File: src/rtl/sipo_frame_rx_pkg.sv
// Shared types and constants for the UART receive path.
// Holds the receiver state encoding, parity-mode codes and counter sizing.
package uart_rx_pkg;

    typedef enum logic [1:0] {
        IDLE   = 2'd0,
        DATA   = 2'd1,
        PARITY = 2'd2,
        STOP   = 2'd3
    } rxState_t;

    localparam int PAR_NONE = 0;
    localparam int PAR_ODD  = 1;
    localparam int PAR_EVEN = 2;

    // Bit counter must hold 0..dataW.
    function automatic int cntWidth(input int dataW);
        return $clog2(dataW + 1);
    endfunction

endpackage

File: src/rtl/sipo_frame_rx_if.sv
// Serial line, enable and frame-result signals between line driver and receiver.
// The master drives the line; the slave (the receiver) returns the frame result.
interface sipo_frame_rx_if #(
    parameter int DATA_W = 8
);

    logic              DataTx;
    logic              Recieve;
    logic [DATA_W-1:0] DataParl;
    logic              RecievedFlag;
    logic              ParityError;
    logic              StopError;
    logic              Busy;

    modport master (
        output DataTx,
        output Recieve,
        input  DataParl,
        input  RecievedFlag,
        input  ParityError,
        input  StopError,
        input  Busy
    );

    modport slave (
        input  DataTx,
        input  Recieve,
        output DataParl,
        output RecievedFlag,
        output ParityError,
        output StopError,
        output Busy
    );

endinterface

File: src/rtl/sipo_frame_rx_parity_check.sv
// Running XOR of the data bits, compared against the received parity bit.
// The error output is combinational so the caller can capture it on the parity edge.
module rx_parity_check
    import uart_rx_pkg::*;
#(
    parameter int MODE = PAR_NONE
) (
    input  logic clk,
    input  logic rst,
    input  logic clr,
    input  logic en,
    input  logic dataBit,
    input  logic parityBit,
    output logic parityErr
);

    logic acc;

    always_ff @(posedge clk) begin
        if (rst) begin
            acc <= 1'b0;
        end else if (clr) begin
            acc <= 1'b0;
        end else if (en) begin
            acc <= acc ^ dataBit;
        end
    end

    always_comb begin
        parityErr = 1'b0;
        if (MODE == PAR_ODD) begin
            parityErr = ((acc ^ parityBit) != 1'b1);
        end else if (MODE == PAR_EVEN) begin
            parityErr = ((acc ^ parityBit) != 1'b0);
        end
    end

endmodule

File: src/rtl/sipo_frame_rx.sv
// Parametrised UART frame receiver: detects the start bit, shifts in the payload,
// checks parity and stop bits, and publishes the payload with error flags.
module sipo_frame_rx
    import uart_rx_pkg::*;
#(
    parameter int DATA_W      = 8,
    parameter int PARITY_MODE = 0,
    parameter int STOP_BITS   = 1,
    parameter int LSB_FIRST   = 1
) (
    input  logic          BaudOut,
    input  logic          Reset,
    sipo_frame_rx_if.slave rx
);

    // state  | meaning
    // IDLE   | waiting for a low start bit while Recieve is high
    // DATA   | shifting in DATA_W payload bits
    // PARITY | sampling the parity bit (only when PARITY_MODE != 0)
    // STOP   | sampling STOP_BITS stop bits; last one completes the frame

    localparam int CNT_W = cntWidth(DATA_W);

    if (DATA_W < 5 || DATA_W > 9) begin : gBadDataW
        $fatal(1, "sipo_frame_rx: DATA_W must be 5..9");
    end
    if (PARITY_MODE < 0 || PARITY_MODE > 2) begin : gBadParity
        $fatal(1, "sipo_frame_rx: PARITY_MODE must be 0, 1 or 2");
    end
    if (STOP_BITS < 1 || STOP_BITS > 2) begin : gBadStop
        $fatal(1, "sipo_frame_rx: STOP_BITS must be 1 or 2");
    end
    if (LSB_FIRST < 0 || LSB_FIRST > 1) begin : gBadOrder
        $fatal(1, "sipo_frame_rx: LSB_FIRST must be 0 or 1");
    end

    rxState_t          state;
    rxState_t          stateNext;
    logic [CNT_W-1:0]  bitCnt;
    logic [DATA_W-1:0] shiftReg;
    logic [DATA_W-1:0] shiftNext;
    logic              parErrPend;
    logic              stopErrPend;
    logic              startSeen;
    logic              lastData;
    logic              lastStop;
    logic              accEn;
    logic              parityErr;

    always_ff @(posedge BaudOut) begin
        if (Reset) begin
            state <= IDLE;
        end else begin
            state <= stateNext;
        end
    end

    always_comb begin
        stateNext = state;
        startSeen = 1'b0;
        lastData  = 1'b0;
        lastStop  = 1'b0;
        if (state != IDLE && !rx.Recieve) begin
            // Enable dropped mid-frame: discard everything collected so far.
            stateNext = IDLE;
        end else begin
            case (state)
                IDLE: begin
                    if (rx.Recieve && !rx.DataTx) begin
                        startSeen = 1'b1;
                        stateNext = DATA;
                    end
                end
                DATA: begin
                    if (bitCnt == CNT_W'(DATA_W - 1)) begin
                        lastData  = 1'b1;
                        stateNext = (PARITY_MODE != PAR_NONE) ? PARITY : STOP;
                    end
                end
                PARITY: begin
                    stateNext = STOP;
                end
                STOP: begin
                    if (bitCnt == CNT_W'(STOP_BITS - 1)) begin
                        lastStop  = 1'b1;
                        stateNext = IDLE;
                    end
                end
                default: begin
                    stateNext = IDLE;
                end
            endcase
        end
    end

    assign accEn = (state == DATA) && rx.Recieve;

    always_comb begin
        if (LSB_FIRST != 0) begin
            shiftNext = {rx.DataTx, shiftReg[DATA_W-1:1]};
        end else begin
            shiftNext = {shiftReg[DATA_W-2:0], rx.DataTx};
        end
    end

    rx_parity_check #(
        .MODE (PARITY_MODE)
    ) uParity (
        .clk       (BaudOut),
        .rst       (Reset),
        .clr       (startSeen),
        .en        (accEn),
        .dataBit   (rx.DataTx),
        .parityBit (rx.DataTx),
        .parityErr (parityErr)
    );

    always_ff @(posedge BaudOut) begin
        if (Reset) begin
            bitCnt          <= '0;
            shiftReg        <= '0;
            parErrPend      <= 1'b0;
            stopErrPend     <= 1'b0;
            rx.DataParl     <= '0;
            rx.RecievedFlag <= 1'b0;
            rx.ParityError  <= 1'b0;
            rx.StopError    <= 1'b0;
        end else begin
            rx.RecievedFlag <= 1'b0;
            if (startSeen) begin
                bitCnt      <= '0;
                shiftReg    <= '0;
                parErrPend  <= 1'b0;
                stopErrPend <= 1'b0;
            end else if (state == DATA && rx.Recieve) begin
                shiftReg <= shiftNext;
                // Clearing on the last data bit makes STOP start from zero.
                bitCnt   <= lastData ? '0 : bitCnt + 1'b1;
            end else if (state == PARITY && rx.Recieve) begin
                parErrPend <= parityErr;
            end else if (state == STOP && rx.Recieve) begin
                bitCnt      <= lastStop ? '0 : bitCnt + 1'b1;
                stopErrPend <= stopErrPend | ~rx.DataTx;
                if (lastStop) begin
                    rx.DataParl     <= shiftReg;
                    rx.ParityError  <= (PARITY_MODE != PAR_NONE) && parErrPend;
                    rx.StopError    <= stopErrPend | ~rx.DataTx;
                    rx.RecievedFlag <= 1'b1;
                end
            end
        end
    end

    assign rx.Busy = (state != IDLE);

endmodule

File: src/flat_wrapper.sv
// flat-port wrapper written by rule: the top's interface ports become plain ports
module sipo_frame_rx_flat import uart_rx_pkg::*;
#(
    parameter int DATA_W      = 8,
    parameter int PARITY_MODE = 0,
    parameter int STOP_BITS   = 1,
    parameter int LSB_FIRST   = 1
)
  (BaudOut, Reset, rx_DataTx, rx_Recieve, rx_DataParl, rx_RecievedFlag, rx_ParityError, rx_StopError, rx_Busy);
  sipo_frame_rx_if #(.DATA_W(DATA_W)) rx_i ();
  input  logic BaudOut;
  input  logic Reset;
  input wire logic [$bits(rx_i.DataTx)-1:0] rx_DataTx;
  input wire logic [$bits(rx_i.Recieve)-1:0] rx_Recieve;
  output wire logic [$bits(rx_i.DataParl)-1:0] rx_DataParl;
  output wire logic [$bits(rx_i.RecievedFlag)-1:0] rx_RecievedFlag;
  output wire logic [$bits(rx_i.ParityError)-1:0] rx_ParityError;
  output wire logic [$bits(rx_i.StopError)-1:0] rx_StopError;
  output wire logic [$bits(rx_i.Busy)-1:0] rx_Busy;
  assign rx_i.DataTx = rx_DataTx;
  assign rx_i.Recieve = rx_Recieve;
  assign rx_DataParl = rx_i.DataParl;
  assign rx_RecievedFlag = rx_i.RecievedFlag;
  assign rx_ParityError = rx_i.ParityError;
  assign rx_StopError = rx_i.StopError;
  assign rx_Busy = rx_i.Busy;
  sipo_frame_rx #(.DATA_W(DATA_W), .PARITY_MODE(PARITY_MODE), .STOP_BITS(STOP_BITS), .LSB_FIRST(LSB_FIRST)) u_core (.BaudOut(BaudOut), .Reset(Reset), .rx(rx_i));
endmodule
File: config.mk
export PLATFORM = sky130hd
export DESIGN_NAME = sipo_frame_rx_flat
export DESIGN_NICKNAME = d
export VERILOG_FILES = /design/src/rtl/sipo_frame_rx_pkg.sv /design/src/rtl/sipo_frame_rx_if.sv /design/src/rtl/sipo_frame_rx_parity_check.sv /design/src/rtl/sipo_frame_rx.sv /design/src/flat_wrapper.sv
export SDC_FILE = /design/constraint.sdc
export NUM_CORES = 1
export LEC_CHECK = 0
export ABC_AREA = 1
export BUFFER_PORTS_ARGS = -buffer_cell sky130_fd_sc_hd__buf_2
export CAP_MARGIN = 5
export CORE_ASPECT_RATIO = 1.25
export CORE_MARGIN = 2
export CORE_UTILIZATION = 56
export DETAILED_ROUTE_END_ITERATION = 10
export PLACE_DENSITY = 0.88
export SLEW_MARGIN = 20
export SYNTH_ARGS = -nofsm -noshare
export SYNTH_HDL_FRONTEND = slang
export SYNTH_HIERARCHICAL = 1
export SYNTH_SLANG_ARGS = --single-unit
export TNS_END_PERCENT = 100
File: constraint.sdc
create_clock -name BaudOut -period 1.64 [get_ports BaudOut]
set_clock_uncertainty 0.15 [all_clocks]
set_input_delay 0 -clock BaudOut [delete_from_list [all_inputs] [get_ports BaudOut]]
set_output_delay 0 -clock BaudOut [all_outputs]
set_load 0.02 [all_outputs]
# After elaboration in Yosys (flattened, before gate mapping)
# Cells that the tools add are included.
# totals
regBits,25
in_bits,4
# classes
n_addsub,1
eq_ne,8
n_mux,19
bitwise_logic,6
n_reduce_logical,18
# ops
op,n
$mux W4,5
$mux W1,10
$ne A2 B1 Y1 const B,4
$pmux W2 S4,1
$mux W2,3
$reduce_and A3 Y1,2
$logic_and A1 B1 Y1,5
$not A1 Y1,5
$reduce_and A5 Y1,1
$reduce_or A5 Y1,1
$add A4 B1 Y4 const B,1
$eq A2 B2 Y1 const B,2
$eq A4 B3 Y1 const B,1
$logic_not A4 Y1,1
$reduce_bool A2 Y1,2
$reduce_or A2 Y1,2
$eq A2 B1 Y1 const B,1
$logic_not A1 Y1,2
$logic_not A2 Y1,1
$reduce_and A2 Y1,1
$or A1 B1 Y1,1

# Logic depth before layout (Yosys ltp)
# logic_depth
ltp_word,8
depth_mapped,10

# Worst setup path before layout
# No wires, ideal clock.
# synth_path
path_type,register to register
start,register u_core.state[1]
end,register u_core.rx.DataParl[0]
setup_ns,0.113
arrival_ns,1.218
t_required_ns,1.377
setup_slack_ns,0.159
path_stages_with_launch,10
path_buffers,1
synth_period_minus_slack_ns,1.481
path_cell_list,dfxtp_1 > inv_1 > ha_1 > nand2_4 > nand2_1 > nor2_2 > buf_4 > nand4_1 > nand2_1 > nor2_1
# synth_via
elab_chain_cells,5
word_cells_on_any_way,17
# synth_rtl
element,line_no,rtl
"start, declared",sipo_frame_rx.sv:37,rxState_t state;
"start signal, assigned",sipo_frame_rx.sv:54,state <= stateNext;
$logic_not A2 Y1 or $reduce_bool A2 Y1 (tied branches),"sipo_frame_rx.sv:67, sipo_frame_rx.sv:63",
$mux W1 or $logic_and A1 B1 Y1 (tied branches),"sipo_frame_rx.sv:67, sipo_frame_rx.sv:63",
$mux W1,sipo_frame_rx.sv:63,if (state != IDLE && !rx.Recieve) begin
$not A1 Y1 (no line),-,
$reduce_and A5 Y1 (no line) *,-,
"end signal, assigned",sipo_frame_rx.sv:145,rx.DataParl <= shiftReg;
"end, declared",sipo_frame_rx_if.sv:28,"output DataParl,"
# Mark *: on every way between the ends. The rest lies on a longest branch, timed or not.
# A chain may end at the register's enable or synchronous reset.

# Final worst setup path
# layout_path
start,register u_core.state[1]
end,register u_core.rx.DataParl[6]
# The elaborated chain is that of the path after synthesis.

==> results_dict.tcl <==
set metrics [dict create \
    outcome "complete, no violations" \
    floorplan_core_area_sq_mm 0.00219 \
    finalNetCount 216 \
    htree_levels 1 \
    ff2ff_setup_slack_ns 0.07 \
    cts_num_sinks 25 \
    grt.total_usage_pct 19.9 \
    antenna-diode-count 0 \
    detail_route_antenna_nets 0 \
    critPathLaunch "u_core/state[1]$_SDFFE_PP0P_" \
    crit_fanout 6 \
    power.share.sequential_pct 39.7 \
    worst-endpoint-required_ns 1.71 \
    vdd.ir_drop.worst_mv 0.983 \
    final.fill_count 162 \
    reg2reg_depth 9 \
    first_global_vias 1047 \
    tritoncts.num_buffers 3 \
    combinational_group_share_of_total_power_pct 45.3 \
    leakagePower_nw 0.664 \
    hold_path_class "input port to flip-flop" \
    period_needed_ns 1.57 \
    timing.setup.tns_ns 0 \
    hold_viol_final 0 \
    synth.net_count 191 \
    synth_area_leaders "dfxtp_1 (39%), nand2_1 (13%), nor2_1 (8.8%), ha_1 (5.9%), inv_1 (5.9%)" \
    clockRootBuffer "clkbuf_4" \
    r2r-start "u_core/state[1]$_SDFFE_PP0P_" \
    yosysUniqueCellTypes 24 \
    area.growth.synth_to_final_pct 21.2 \
    drtIter0Drc 48 \
    synth.top_cell.area_share_pct 39.1 \
    crit_type "flip-flop to flip-flop" \
    switching_share_pct 39.8 \
    timing.critical_path.arrival_ns 1.64 \
    io_pins 16 \
    timing_max_transition_violations_final 0 \
    synthesis.yosys.warnings 6 \
    timing.hold.ws_ns 0.0641 \
    endpoint_kind "flip-flop" \
    routed-via-count 1213 \
    setup.worst_path.start_class "flip-flop" \
    report.power.total_w 0.00175 \
    clock_path_buffers 2 \
    cts_tree "built" \
    mapped_area_sq_mm 0.00128 \
    timing.rr.end "u_core/rx.DataParl[6]$_SDFFE_PP0P_" \
    total_setup_violations_reported_at_the_end_of_the_flow 0 \
    gp_routability_congestion 0.796 \
    drt-vias-per-instance 5.14 \
    floorplan.initialDensity_pct 58.6 \
    grt_first_pass_wirelength_mm 4.03 \
    number_of_antenna_violations_at_the_first_check_in_global_routing 0 \
    drv.max_cap_violation_count 0 \
    crit_end "u_core/rx.DataParl[6]$_SDFFE_PP0P_" \
    clkTransAtPathRegs_ns 0.13 \
    placement.io_buffers 14 \
    wire_per_inst_um 11.2 \
    switching_power_of_the_nets_w 0.000694 \
    fmax_ghz 0.637 \
    avgSynthCellArea_sq_um 7.08 \
    drt-pass1-iter-count 4 \
    drive_gt1_share_pct 26.3 \
    postSynthCellCount 181 \
    p_int_w 0.00105 \
    pwr-share-clk_pct 15.0 \
    synth.largest_area_cell "dfxtp_1" \
    synth-seq-cells 25 \
    power_per_cell_area_mw_per_mm2 1120 \
    globalRouteOverflowTotal 0 \
    grt_max_degree 15 \
    routed_wl_mm 2.65 \
    fp.dieW_um 46.8 \
    period_utilization_pct 95.8 \
    proportion_of_synthesized_chip_area_in_sequential_cells_pct 39.1 \
    die_h_um 57.5 \
    post-route-drc-count 0 \
    clk_latency_ns 0.30 \
    hpwlAfterDp_mm 1.85 \
    die_area_sq_mm 0.00269 \
    core.rowCount 19 \
]
==> what timing repair did <==
action	in CTS	in global routing
endpoints found under the hold margin	14	0
resized for setup	5	18
gates cloned	0	2
setup endpoints to repair	9	13
hold buffers	2	0
setup buffers	0	3
pin swaps	0	3
==> power by group through the flow <==
stage | clock network (W) | registers (W) | logic [W]
2_1_floorplan | 0 | 0.000679 | 0.000468
3_3_place_gp | 0 | 0.000680 | 0.000547
3_5_place_dp | 0 | 0.000688 | 0.000577
4_1_cts | 0.000273 | 0.000681 | 0.000593
5_1_grt | 0.000301 | 0.000698 | 0.000861
6_report | 0.000262 | 0.000693 | 0.000790
==> per-stage QoR <==
| stage | area, sq um | worst slack [ns] | std cells | utilization [%] |
|---|---|---|---|---|
| after floorplan | 1280 | 0.159 | 181 | - |
| after global placement | 1380 | 0.0685 | 225 | 62.9 |
| after detailed placement | 1380 | -0.0546 | 225 | 62.9 |
| after CTS | 1440 | 0.0323 | 231 | 65.7 |
| after global routing | 1550 | -0.00626 | 236 | 71.0 |
| final | 1550 | 0.0693 | 236 | 71.0 |
==> synth_stat cells, drive strengths merged <==
cell type,count
clkinv,2
nand2,50
conb,1
nor3,2
buf,5
dfxtp,25
ha,6
nor2,34
o21ai,4
a21boi,1
nand4,9
nand3,8
a21oi,10
inv,23
xor2,1
==> area by class of cell <==
type | instances | area [sq um] | share of cell area [%]
Clock buffer | 3 | 22.5 | 1.45
Clock inverter | 1 | 5.00 | 0.322
Inverter | 25 | 93.8 | 6.04
Multi-Input combinational cell | 127 | 729 | 47.0
Sequential cell | 25 | 505 | 32.6
Tap cell | 31 | 38.8 | 2.50
Timing Repair Buffer | 24 | 158 | 10.2
==> registers in the layout (all words and copies together) (netlist names) <==
name                    cells
u_core/bitCnt               4
u_core/state                2
u_core/stopErrPend          1
u_core/rx.DataParl          8
u_core/rx.StopError         1
u_core/shiftReg             8
u_core/rx.RecievedFlag      1
==> how the worst min path moves through the flow <==
stage	startpoint	to	slack [ns]	cells past startpoint
3_3_place_gp	Reset	u_core/rx.RecievedFlag$_SDFF_PP0_	0.05	2
2_1_floorplan	Reset	u_core/rx.RecievedFlag$_SDFF_PP0_	-0.07	1
4_1_cts	rx_Recieve	u_core/state[0]$_SDFFE_PP0P_	0.04	5
3_5_place_dp	Reset	u_core/rx.RecievedFlag$_SDFF_PP0_	0.06	2
6_report	rx_Recieve	u_core/state[0]$_SDFFE_PP0P_	0.06	5
5_1_grt	rx_Recieve	u_core/state[0]$_SDFFE_PP0P_	0.08	5
==> critical path, cell delays in order (launching register included) <==
cell and delay (ns):
dfxtp_2 0.38, inv_2 0.07, ha_4 0.17, nand2_4 0.11
nand2_2 0.07, nor2_4 0.16, buf_6 0.13, nand4_1 0.11
nand2_1 0.09, nor2_1 0.04
==> per-layer routing <==
layer,up-vias,wire length (um),track usage [%]
met5,-,0,0
li1,611,-,-
met3,2,83,3.16
met2,29,1500,37.8
met4,0,21,6.75
met1,571,1050,20.5
==> placed cells by master (no fill, tap or decap), drive strengths merged <==
cell type	instances
dlygate4sd3	2
nand4	9
a21oi	10
conb	1
nor3	2
xor2	1
o21ai	4
nand3	8
a21boi	1
dfxtp	25
nor2	35
clkbuf	3
buf	22
inv	23
nand2	50
clkinv	3
ha	6
==> cells by family (layout without fill, tap and decap cells) <==
group	Yosys count	in the layout	share of synthesized area, %
other cells	1	1	0.293
xor+xnor	1	1	0.684
buf+inv	30	53	10.8
simple gates	103	104	36.9
compound gates	15	15	6.35
fa+ha+maj	6	6	5.86
flops	25	25	39.1
(Power assumes the default switching activity.)
